## src/rtl/round_robin_arbiter.sv

```systemverilog
// Round-robin arbiter with registered ownership and an optional hold-time limit.
// The one-hot grant is decoded from the registered owner index, so grant_o has
// no combinational path from request_i.

// Binary-tree one-hot decoder: each level splits every live node on one select
// bit, MSB first, so the leaves come out in natural index order.
module tree_decoder #(
    parameter int N = 4,
    parameter int W = 2
) (
    input  logic         enable_i,
    input  logic [W-1:0] select_i,
    output logic [N-1:0] onehot_o
);

    for (genvar l = 0; l < W; l++) begin : g_lvl
        logic [(2**(l+1))-1:0] node;
        for (genvar j = 0; j < 2**l; j++) begin : g_node
            logic parent;
            if (l == 0) begin : g_root
                assign parent = enable_i;
            end else begin : g_inner
                assign parent = g_lvl[l-1].node[j];
            end
            assign node[2*j]   = parent & ~select_i[W-1-l];
            assign node[2*j+1] = parent &  select_i[W-1-l];
        end
    end

    assign onehot_o = g_lvl[W-1].node[N-1:0];

    // Leaves beyond N are unreachable because the index never exceeds N-1.
    if (N < 2**W) begin : g_spare
        logic unused_leaves;
        assign unused_leaves = ^g_lvl[W-1].node[(2**W)-1:N];
    end

endmodule

module round_robin_arbiter #(
    parameter  int REQUESTERS = 4,
    parameter  int MAX_HOLD   = 0,
    localparam int IDX_W      = $clog2((REQUESTERS > 2) ? REQUESTERS : 2)
) (
    input  logic                  clk_i,
    input  logic                  rst_ni,
    input  logic [REQUESTERS-1:0] request_i,
    output logic [REQUESTERS-1:0] grant_o,
    output logic [IDX_W-1:0]      grant_index_o,
    output logic                  busy_o,
    output logic                  timeout_o
);

    // Counter only has to reach MAX_HOLD-1 before the revoke fires.
    localparam int              HOLD_W    = (MAX_HOLD < 2) ? 1 : $clog2(MAX_HOLD);
    localparam bit              HOLD_EN   = (MAX_HOLD != 0);
    localparam logic [HOLD_W-1:0] HOLD_LAST = HOLD_EN ? HOLD_W'(MAX_HOLD - 1) : '0;
    localparam logic [IDX_W-1:0]  IDX_LAST  = IDX_W'(REQUESTERS - 1);

    typedef enum logic {IDLE, GRANT} state_t;

    state_t              state_q, state_d;
    logic [IDX_W-1:0]    ptr_q, ptr_d;
    logic [IDX_W-1:0]    idx_q, idx_d;
    logic [HOLD_W-1:0]   hold_q, hold_d;
    logic                timeout_q, timeout_d;

    logic [REQUESTERS-1:0] hi_mask;
    logic [REQUESTERS-1:0] req_hi;
    logic [REQUESTERS-1:0] cand;
    logic [REQUESTERS-1:0] cand_low;
    logic [IDX_W-1:0]      win_idx;
    logic [IDX_W-1:0]      idx_next;
    logic                  owner_req;

    // Positions at or above the pointer win before the wrapped-around ones.
    for (genvar i = 0; i < REQUESTERS; i++) begin : g_hi
        assign hi_mask[i] = (ptr_q <= IDX_W'(i));
    end

    assign req_hi   = request_i & hi_mask;
    assign cand     = (|req_hi) ? req_hi : request_i;
    assign cand_low = cand & (~cand + REQUESTERS'(1));

    // Encode the isolated lowest set bit into a binary index.
    for (genvar b = 0; b < IDX_W; b++) begin : g_enc
        logic [REQUESTERS-1:0] bit_mask;
        for (genvar i = 0; i < REQUESTERS; i++) begin : g_m
            assign bit_mask[i] = 1'((i >> b) & 1);
        end
        assign win_idx[b] = |(cand_low & bit_mask);
    end

    // Pointer wraps at REQUESTERS, not at the power of two.
    assign idx_next  = (idx_q == IDX_LAST) ? '0 : idx_q + IDX_W'(1);

    // grant_o is the owner's one-hot while busy, so this isolates its request.
    assign owner_req = |(request_i & grant_o);

    // State and datapath registers; reset clears everything asynchronously.
    always_ff @(posedge clk_i or negedge rst_ni) begin
        if (!rst_ni) begin
            state_q   <= IDLE;
            ptr_q     <= '0;
            idx_q     <= '0;
            hold_q    <= '0;
            timeout_q <= 1'b0;
        end else begin
            state_q   <= state_d;
            ptr_q     <= ptr_d;
            idx_q     <= idx_d;
            hold_q    <= hold_d;
            timeout_q <= timeout_d;
        end
    end

    // Arbitrate in IDLE; in GRANT watch for release first, then the hold limit.
    always_comb begin
        state_d   = state_q;
        ptr_d     = ptr_q;
        idx_d     = idx_q;
        hold_d    = hold_q;
        timeout_d = 1'b0;
        unique case (state_q)
            IDLE: begin
                if (|request_i) begin
                    state_d = GRANT;
                    idx_d   = win_idx;
                    hold_d  = '0;
                end
            end
            GRANT: begin
                if (!owner_req) begin
                    state_d = IDLE;
                    ptr_d   = idx_next;
                end else if (HOLD_EN && (hold_q == HOLD_LAST)) begin
                    state_d   = IDLE;
                    ptr_d     = idx_next;
                    timeout_d = 1'b1;
                end else if (HOLD_EN) begin
                    hold_d = hold_q + HOLD_W'(1);
                end
            end
            default: state_d = IDLE;
        endcase
    end

    assign busy_o        = (state_q == GRANT);
    assign grant_index_o = idx_q;
    assign timeout_o     = timeout_q;

    tree_decoder #(
        .N (REQUESTERS),
        .W (IDX_W)
    ) u_dec (
        .enable_i (busy_o),
        .select_i (idx_q),
        .onehot_o (grant_o)
    );

endmodule

```

## config.mk

```make
export PLATFORM = sky130hd
export DESIGN_NAME = round_robin_arbiter
export DESIGN_NICKNAME = d
export VERILOG_FILES = /design/src/rtl/round_robin_arbiter.sv
export SDC_FILE = /design/constraint.sdc
export NUM_CORES = 1
export LEC_CHECK = 0
export CORE_AREA = 4 4 41 43
export DETAILED_ROUTE_END_ITERATION = 10
export DIE_AREA = 0 0 45 47
export DONT_BUFFER_PORTS = 1
export GPL_TIMING_DRIVEN = 0
export PLACE_DENSITY = 0.49
export SLEW_MARGIN = 20
export SYNTH_ARGS = -nofsm -noshare
export SYNTH_HDL_FRONTEND = slang
export SYNTH_SLANG_ARGS = --single-unit
```

## constraint.sdc

```tcl
create_clock -name clk_i -period 1.6 [get_ports clk_i]
set_clock_uncertainty 0.15 [all_clocks]
set_input_delay 0.16 -clock clk_i [delete_from_list [all_inputs] [get_ports clk_i]]
set_output_delay 0.16 -clock clk_i [all_outputs]
set_load 0.005 [all_outputs]
```

==> metrics.md, run 1 <==
| Metric | Value |
|---|---|
| Storage cell area | 126.4 µm² |
| Synth warnings | 0 |
| Startpoint type of the worst setup path | flip-flop |
| Data required time at the worst endpoint | approximately 1.6 ns |
| Longest individual stage delay on the worst path | 0.56 ns |
| FF+latch count, synth | 5 |
| Peak supply drop | 0.6365 mV |
| Initial DRT Pass Iterations | 2 |
| Total standard cell area after synthesis | 397.9 µm² |
| Vias per std cell | 5.349 |
| Layout overhead on the synthesized area | 15.72% |
| Remaining antenna violation count | 0 |
| Post-Place Cells | 57 |
| Layout filler cell count | approximately 140 |
| Residual overflow from global routing | 0 |
| Endpoints failing setup | 1 |
| Crit path capture type | flip-flop |
| CP top delay family | multiplexers |
| Total nets after synthesis | 49 |
| DRC violation count after routing | 0 |
| Number of violations of the max-capacitance limit | 0 |
| Final period demand of the worst path | ~1.7 ns |
| Simple-gate portion of the synthesized area | around a fifth |
| Count of inserted antenna diode cells | 0 |
| Max Fclk | 0.5823 GHz |
| Clock-pin transition on the worst setup and hold timing paths | 0.04 ns |
| Crit path DAT | 1.68 ns |
| CP Class | flip-flop to flip-flop |
| CORE AREA | 1301 µm² |
| Post-DP HPWL | 713.1 µm |
| Final worst-path setup slack | -0.1173 ns |
| TritonCTS buffer count | 3 |
| Number of nets in the final layout | 56 |
| Status | complete, but fails checks |
| Multiplexer share of the synthesized area | 17.30% |
| All-Layer GR Usage | 10.44% |
| Leakage | 0.0001925 µW |
| Post-Layout Cell Count | 63 |
| CTS H-tree lvls | 1 |
| Routed wirelength normalized by instance count | 14.89 µm |
| Worst Max-Slew Pin Slew | around 0.51 ns |
| Compound-cell area share of the yosys netlist | 21.07% |
| Chain of cells forming the critical path | mux4_2 > nor2b_2 > mux2_4 |
| Wire length of the first global-routing pass | 1.511 mm |
| Sequential fraction of the synthesis area | 31.45% |
| Die Wd | between 40 and 50 µm |
| CTS tree | yes |
| Root buffer cell | sky130_fd_sc_hd__clkbuf_4 |
| Most instantiated flip-flop cell in the synthesis netlist | sky130_fd_sc_hd__dfrtp_1 |
| Synthesized-area fraction occupied by xor and xnor cells | 0% |
| Unique masters post-synth | 28 |
| Std cell rows | 13 |
| Hold_ws | 0.03507 ns |
| Longest Clk Path Bufs | 2 |
| Number of hold violations in the final report | 0 |
| Number of clock sinks seen by CTS | 5 |
| Critical Path Fanout Max | 7 |
| Number of global-route vias before repair | 342 |
| Failing checks | setup timing |
| Boundary pin count | 14 |
| Combinational family with the most area after synthesis | simple AND/OR/NAND/NOR gates |
| Share of the core filled with cells | 35.38% |
| Post-synth EDFFs | 0 |
| Via total after detailed routing | 337 |
| Setup repair after global routing missed its margin | true |
| Cell area power density | ~1800 nW/µm² |
| Clk_lat worst skew | 0.24 ns |
| Syn_area_per_cell | 9.473 µm² |
| Share of final-layout standard cells stronger than drive strength 1 | 27.08% |
| Worst hold path class | input port to flip-flop |
| Die Area | 2115 µm² |
| Antenna violations before repair | 0 |
| DRC violation total after the first TritonRoute iteration | 1 |
| Initial Util | 30.58% |
| Drt total wl | 938 µm |
| Buffer and inverter count on the worst path | 0 |
| Vertical die dimension | about 47 µm |
| Final period util | 107.3% |
| Synth Instances | between 40 and 50 |
| Highest-delay cell along the critical path | sky130_fd_sc_hd__mux4_2 |
| Final number of max-transition violations | 0 |
| Maximum number of pins on one net before global-route repair | 11 |
| Area taken by multi-input logic gates | around 250 µm² |
| Placer congestion estimate | 0.7550 |
| Number of input and output port buffers inserted | 0 |
| Post-Synth Adder-Cell Area | 3.145% |
| FFs w/ async S/R, synth | 100.0% |
| Sum of negative setup slack | -0.1173 ns |
| Total power | about 850 µW |
| Max-slew headroom at the worst pin | 65.97% |
==> final timing paths <==
path                            depth (start not counted)                      endpoint                    startpoint  slack, ns
worst max register to register                          3          ptr_q[1]$_DFFE_PN0P_  grant_index_o[0]$_DFFE_PN0P_      -0.12
max in group asynchronous                               1  grant_index_o[0]$_DFFE_PN0P_                        rst_ni       1.05
worst min register to register                          1          ptr_q[1]$_DFFE_PN0P_          ptr_q[1]$_DFFE_PN0P_       0.44
worst min-delay path                                    2  grant_index_o[0]$_DFFE_PN0P_                  request_i[2]       0.04
worst max-delay path                                    3          ptr_q[1]$_DFFE_PN0P_  grant_index_o[0]$_DFFE_PN0P_      -0.12
min in group asynchronous                               1          ptr_q[0]$_DFFE_PN0P_                        rst_ni       0.06
==> routing by layer <==
layer  part of all wire, %  vias to the layer above  GRT usage (%)  wire length [µm]
li1                      -                      167              -                 -
met1                    40                      155          12.35               379
met2                    50                       13          17.23               467
met3                   8.1                        2          1.916                76
met4                   1.6                        0          7.018                15
met5                     0                        -              0                 0
==> state kept, by name, summed over array words and instances (netlist names) <==
register,flops
busy_o,1
grant_index_o,2
ptr_q,2
==> cells in the final DEF (no fill, tap or decap), types with 2 or more instances in the layout <==
cell                       count
sky130_fd_sc_hd__clkbuf_4      3
sky130_fd_sc_hd__dfrtp_1       4
sky130_fd_sc_hd__mux2i_1       2
sky130_fd_sc_hd__nand2_1       3
sky130_fd_sc_hd__nor2_1        2
sky130_fd_sc_hd__nor2b_1       2
sky130_fd_sc_hd__o21ai_0       5
==> synth_stat cells, drive strengths merged (2+ instances only) <==
cell type	instances	area, µm²
clkbuf	2	7.510
nor2b	3	21.27
nand2	3	11.26
nor2	2	7.510
mux2i	2	20.02
o21ai	5	25.02
mux2	2	26.27
dfrtp	5	125.1
==> cell families after synthesis <==
family	count (synthesis)
AND/OR/NAND/NOR	14
buffers and inverters	4
flip-flops	5
adder cells (fa/ha/maj)	1
other	1
AO/OA/AOI/OAI	12
multiplexers	5
==> stage by stage <==
step / setup slack (ns) / instance area, µm²
after floorplan: -0.04290 / 400.4
after global routing: -0.1798 / 460.4
final: -0.1173 / 460.4
after global placement: -0.1235 / 419.2
after detailed placement: -0.1326 / 419.2
after CTS: -0.1232 / 459.2
==> timing repair <==
action / in CTS / in global routing
gates resized for setup: 0 / 3
setup endpoints to repair: 1 / 6
endpoints found under the hold margin: 5 / 0
setup buffers: 1 / 0
hold buffers: 1 / 0
==> worst register-to-register path, stage by stage, from the launching register on <==
cell                      delay [ns]
sky130_fd_sc_hd__dfrtp_2        0.44
sky130_fd_sc_hd__mux4_2         0.56
sky130_fd_sc_hd__nor2b_2        0.15
sky130_fd_sc_hd__mux2_4         0.31
==> cell type report <==
type / instances / share of cell area (%)
Tap cell: 15 / 4.076
Multi-Input combinational cell: 33 / 55.16
Sequential cell: 5 / 27.45
Buffer: 3 / 3.804
Inverter: 1 / 0.8152
Timing Repair Buffer: 2 / 2.989
Clock buffer: 4 / 5.707
==> report_power, final <==
part / internal [µW] / switching [µW]
Sequential: 194 / 95.6
Clock: 93.9 / 45.5
Combinational: 221 / 200
Total: 509 / 341
(Power assumes the default switching activity.)
==> inputs of run 2 (changes only) <==
Settings changed: ABC_CLOCK_PERIOD_IN_PS set to 1600, GPL_TIMING_DRIVEN 0 to not set.
==> run 2 against run 1 <==
The run still ends with setup timing left. Fmax is 7.1% higher. Clock-buffer cell count stayed put. Routed wire length is 7.8% higher. Sequential share of layout area is 0.38 points higher. Non-clock buffer count is 2 lower.
==> metrics.md, run 2 (same netlist as run 1, synthesis figures left out) <==
| Metric | Value |
|---|---|
| Routed wirelength normalized by instance count | 16.57 µm |
| Clock-pin transition on the worst setup and hold timing paths | 0.05 ns |
| Worst setup path end | ptr_q[1]$_DFFE_PN0P_ |
| Placer congestion estimate | 0.7665 |
| Area after DPL | between 400 and 500 µm² |
| Crit path capture type | flip-flop |
| Count of inserted antenna diode cells | 0 |
| CP Class | flip-flop to flip-flop |
| Highest-count cells in the layout ignoring fill and taps | 5 x sky130_fd_sc_hd__o21ai_0, 4 x sky130_fd_sc_hd__dfrtp_1, 3 x sky130_fd_sc_hd__nand2_1, 3 x sky130_fd_sc_hd__clkbuf_4 |
| Number of hold violations in the final report | 0 |
| Number of buffers inserted to repair setup after CTS | 0 |
| Share of final-layout standard cells stronger than drive strength 1 | between 20% and 30% |
| Post-Place Cells | 56 |
| Startpoint type of the worst setup path | flip-flop |
| Final period util | 100.2% |
| Startpoint of the worst-slack reg-to-reg timing path | grant_index_o[0]$_DFFE_PN0P_ |
| DRC violation total after the first TritonRoute iteration | 11 |
| Longest Clk Path Bufs | 2 |
| Routing layer with the top usage in global route | met2 |
| Drt total wl | 1.011 mm |
| Number of nets in the final layout | 54 |
| Boundary pin count | 14 |
| Root buffer cell | sky130_fd_sc_hd__clkbuf_4 |
| CTS tree | yes |
| Layout filler cell count | roughly 140 |
| Crit path DAT | 1.59 ns |
| Die Area | about 2100 µm² |
| Leakage | 0.0001872 µW |
| DRC violation count after routing | 0 |
| Number of clock sinks seen by CTS | 5 |
| Wire length of the first global-routing pass | 1.518 mm |
| Post-Layout Cell Count | 61 |
| Most common cell after layout, fill and taps aside | sky130_fd_sc_hd__o21ai_0 |
| Share of the core filled with cells | about a third |
| Total power | 859.3 µW |
| Cell area power density | 1892 nW/µm² |
| Number of input and output port buffers inserted | 0 |
| Global-route met3 utilization | 5.747% |
| Vias per std cell | 5.574 |
| Worst hold path depth | 2 |
| Hold_ws | 0.01786 ns |
| Layout overhead on the synthesized area | 14.15% |
| Failing checks | setup timing |
| Residual overflow from global routing | 0 |
| Depth of the most critical reg-to-reg path | 3 |
| Vertical die dimension | 47 µm |
| Number of violations of the max-capacitance limit | 0 |
| CORE AREA | 1301 µm² |
| Die Wd | ~45 µm |
| Initial Util | 30.58% |
| Worst setup path start | grant_index_o[0]$_DFFE_PN0P_ |
| Max Fclk | 0.6236 GHz |
| Slack of the worst reg-to-reg path | -0.004 ns |
| Data required time at the worst endpoint | between 1.5 and 2 ns |
| Maximum number of pins on one net before global-route repair | 15 |
| Peak supply drop | 0.5746 mV |
| Met1 demand-to-capacity share in global routing | 11.55% |
| Std cell rows | 13 |
| Status | complete, but fails checks |
| All-Layer GR Usage | 10.88% |
| Via total after detailed routing | 340 |
| TritonCTS buffer count | 3 |
| Routing usage on met2 | 17.80% |
| Number of global-route vias before repair | 309 |
| Final worst-path setup slack | -0.003719 ns |
| Capture point of the worst reg-to-reg path | ptr_q[1]$_DFFE_PN0P_ |
| Final period demand of the worst path | 1.604 ns |
| Antenna violations before repair | 0 |
| Setup repair after global routing missed its margin | true |
| Initial DRT Pass Iterations | 4 |
| Endpoints failing setup | 1 |
| Worst hold path class | input port to flip-flop |
| Critical Path Fanout Max | 2 |
| Clk_lat worst skew | 0.25 ns |
| Non-Filler Cell Area, Final | 454.2 µm² |
| Final number of max-transition violations | 0 |
| Remaining antenna violation count | 0 |
| CTS H-tree lvls | 1 |
-- run 2: cell count changes in the layout (fill, tap and decap cells not counted) --
cell,delta
sky130_fd_sc_hd__buf_2,-1
sky130_fd_sc_hd__clkbuf_2,-1
sky130_fd_sc_hd__buf_4,+1
sky130_fd_sc_hd__buf_1,-1
-- run 2: where the power goes --
group / switching, µW / leakage (µW) / internal (µW) / total [µW]
combinational: 180 / 0.000113 / 227 / 407
sequential: 106 / 0.0000588 / 193 / 299
clock: 57.8 / 0.0000150 / 94.7 / 153
-- run 2: cell type report --
| cell class | count | area [µm²] | area share, % |
|---|---|---|---|
| Clock buffer | 4 | 26.28 | 5.785 |
| Inverter | 1 | 3.754 | 0.8264 |
| Multi-Input combinational cell | 33 | 254.0 | 55.92 |
| Sequential cell | 5 | 126.4 | 27.82 |
| Tap cell | 15 | 18.77 | 4.132 |
| Timing Repair Buffer | 3 | 25.02 | 5.510 |
-- run 2: how the worst min path moves through the flow --
stage / from / end / slack, ns
detailed placement: rst_ni / busy_o$_DFF_PN0_ / -0.29
global route: request_i[2] / grant_index_o[0]$_DFFE_PN0P_ / 0.02
CTS: request_i[2] / grant_index_o[0]$_DFFE_PN0P_ / 0.02
floorplan: rst_ni / busy_o$_DFF_PN0_ / -0.29
global placement: rst_ni / busy_o$_DFF_PN0_ / -0.29
finish: request_i[2] / grant_index_o[0]$_DFFE_PN0P_ / 0.02
-- run 2: per-layer routing --
layer | vias to the layer above | wire, µm
met1 | 162 | 417
met4 | 0 | 0
met2 | 14 | 504
met3 | 0 | 89
met5 | - | 0
li1 | 164 | -
-- run 2: through the flow --
step	TNS, ns	worst slack, ns
after floorplan	-0.04290	-0.04290
after CTS	0	0.004130
final	-0.003719	-0.003719
after global routing	-0.02124	-0.02124
after detailed placement	0	0.008490
after global placement	0	0.04052
-- run 2: timing repair --
action,CTS,global route
endpoints found under the hold margin,5,0
gates resized for setup,0,0
hold buffers,1,0
setup endpoints to repair,0,1
-- run 2: worst max-delay path, cell delays in order, from the launching register on --
cell	delay, ns
sky130_fd_sc_hd__dfrtp_2	0.37
sky130_fd_sc_hd__mux4_2	0.52
sky130_fd_sc_hd__nor2b_2	0.14
sky130_fd_sc_hd__mux2_4	0.30
==> inputs of run 3 (changes only) <==
Settings changed: CTS_CLUSTER_DIAMETER set to 100, RECOVER_POWER set to 25.
==> results of run 3 <==
Same layout as run 2: the final DEF is identical, and so are final timing and power.
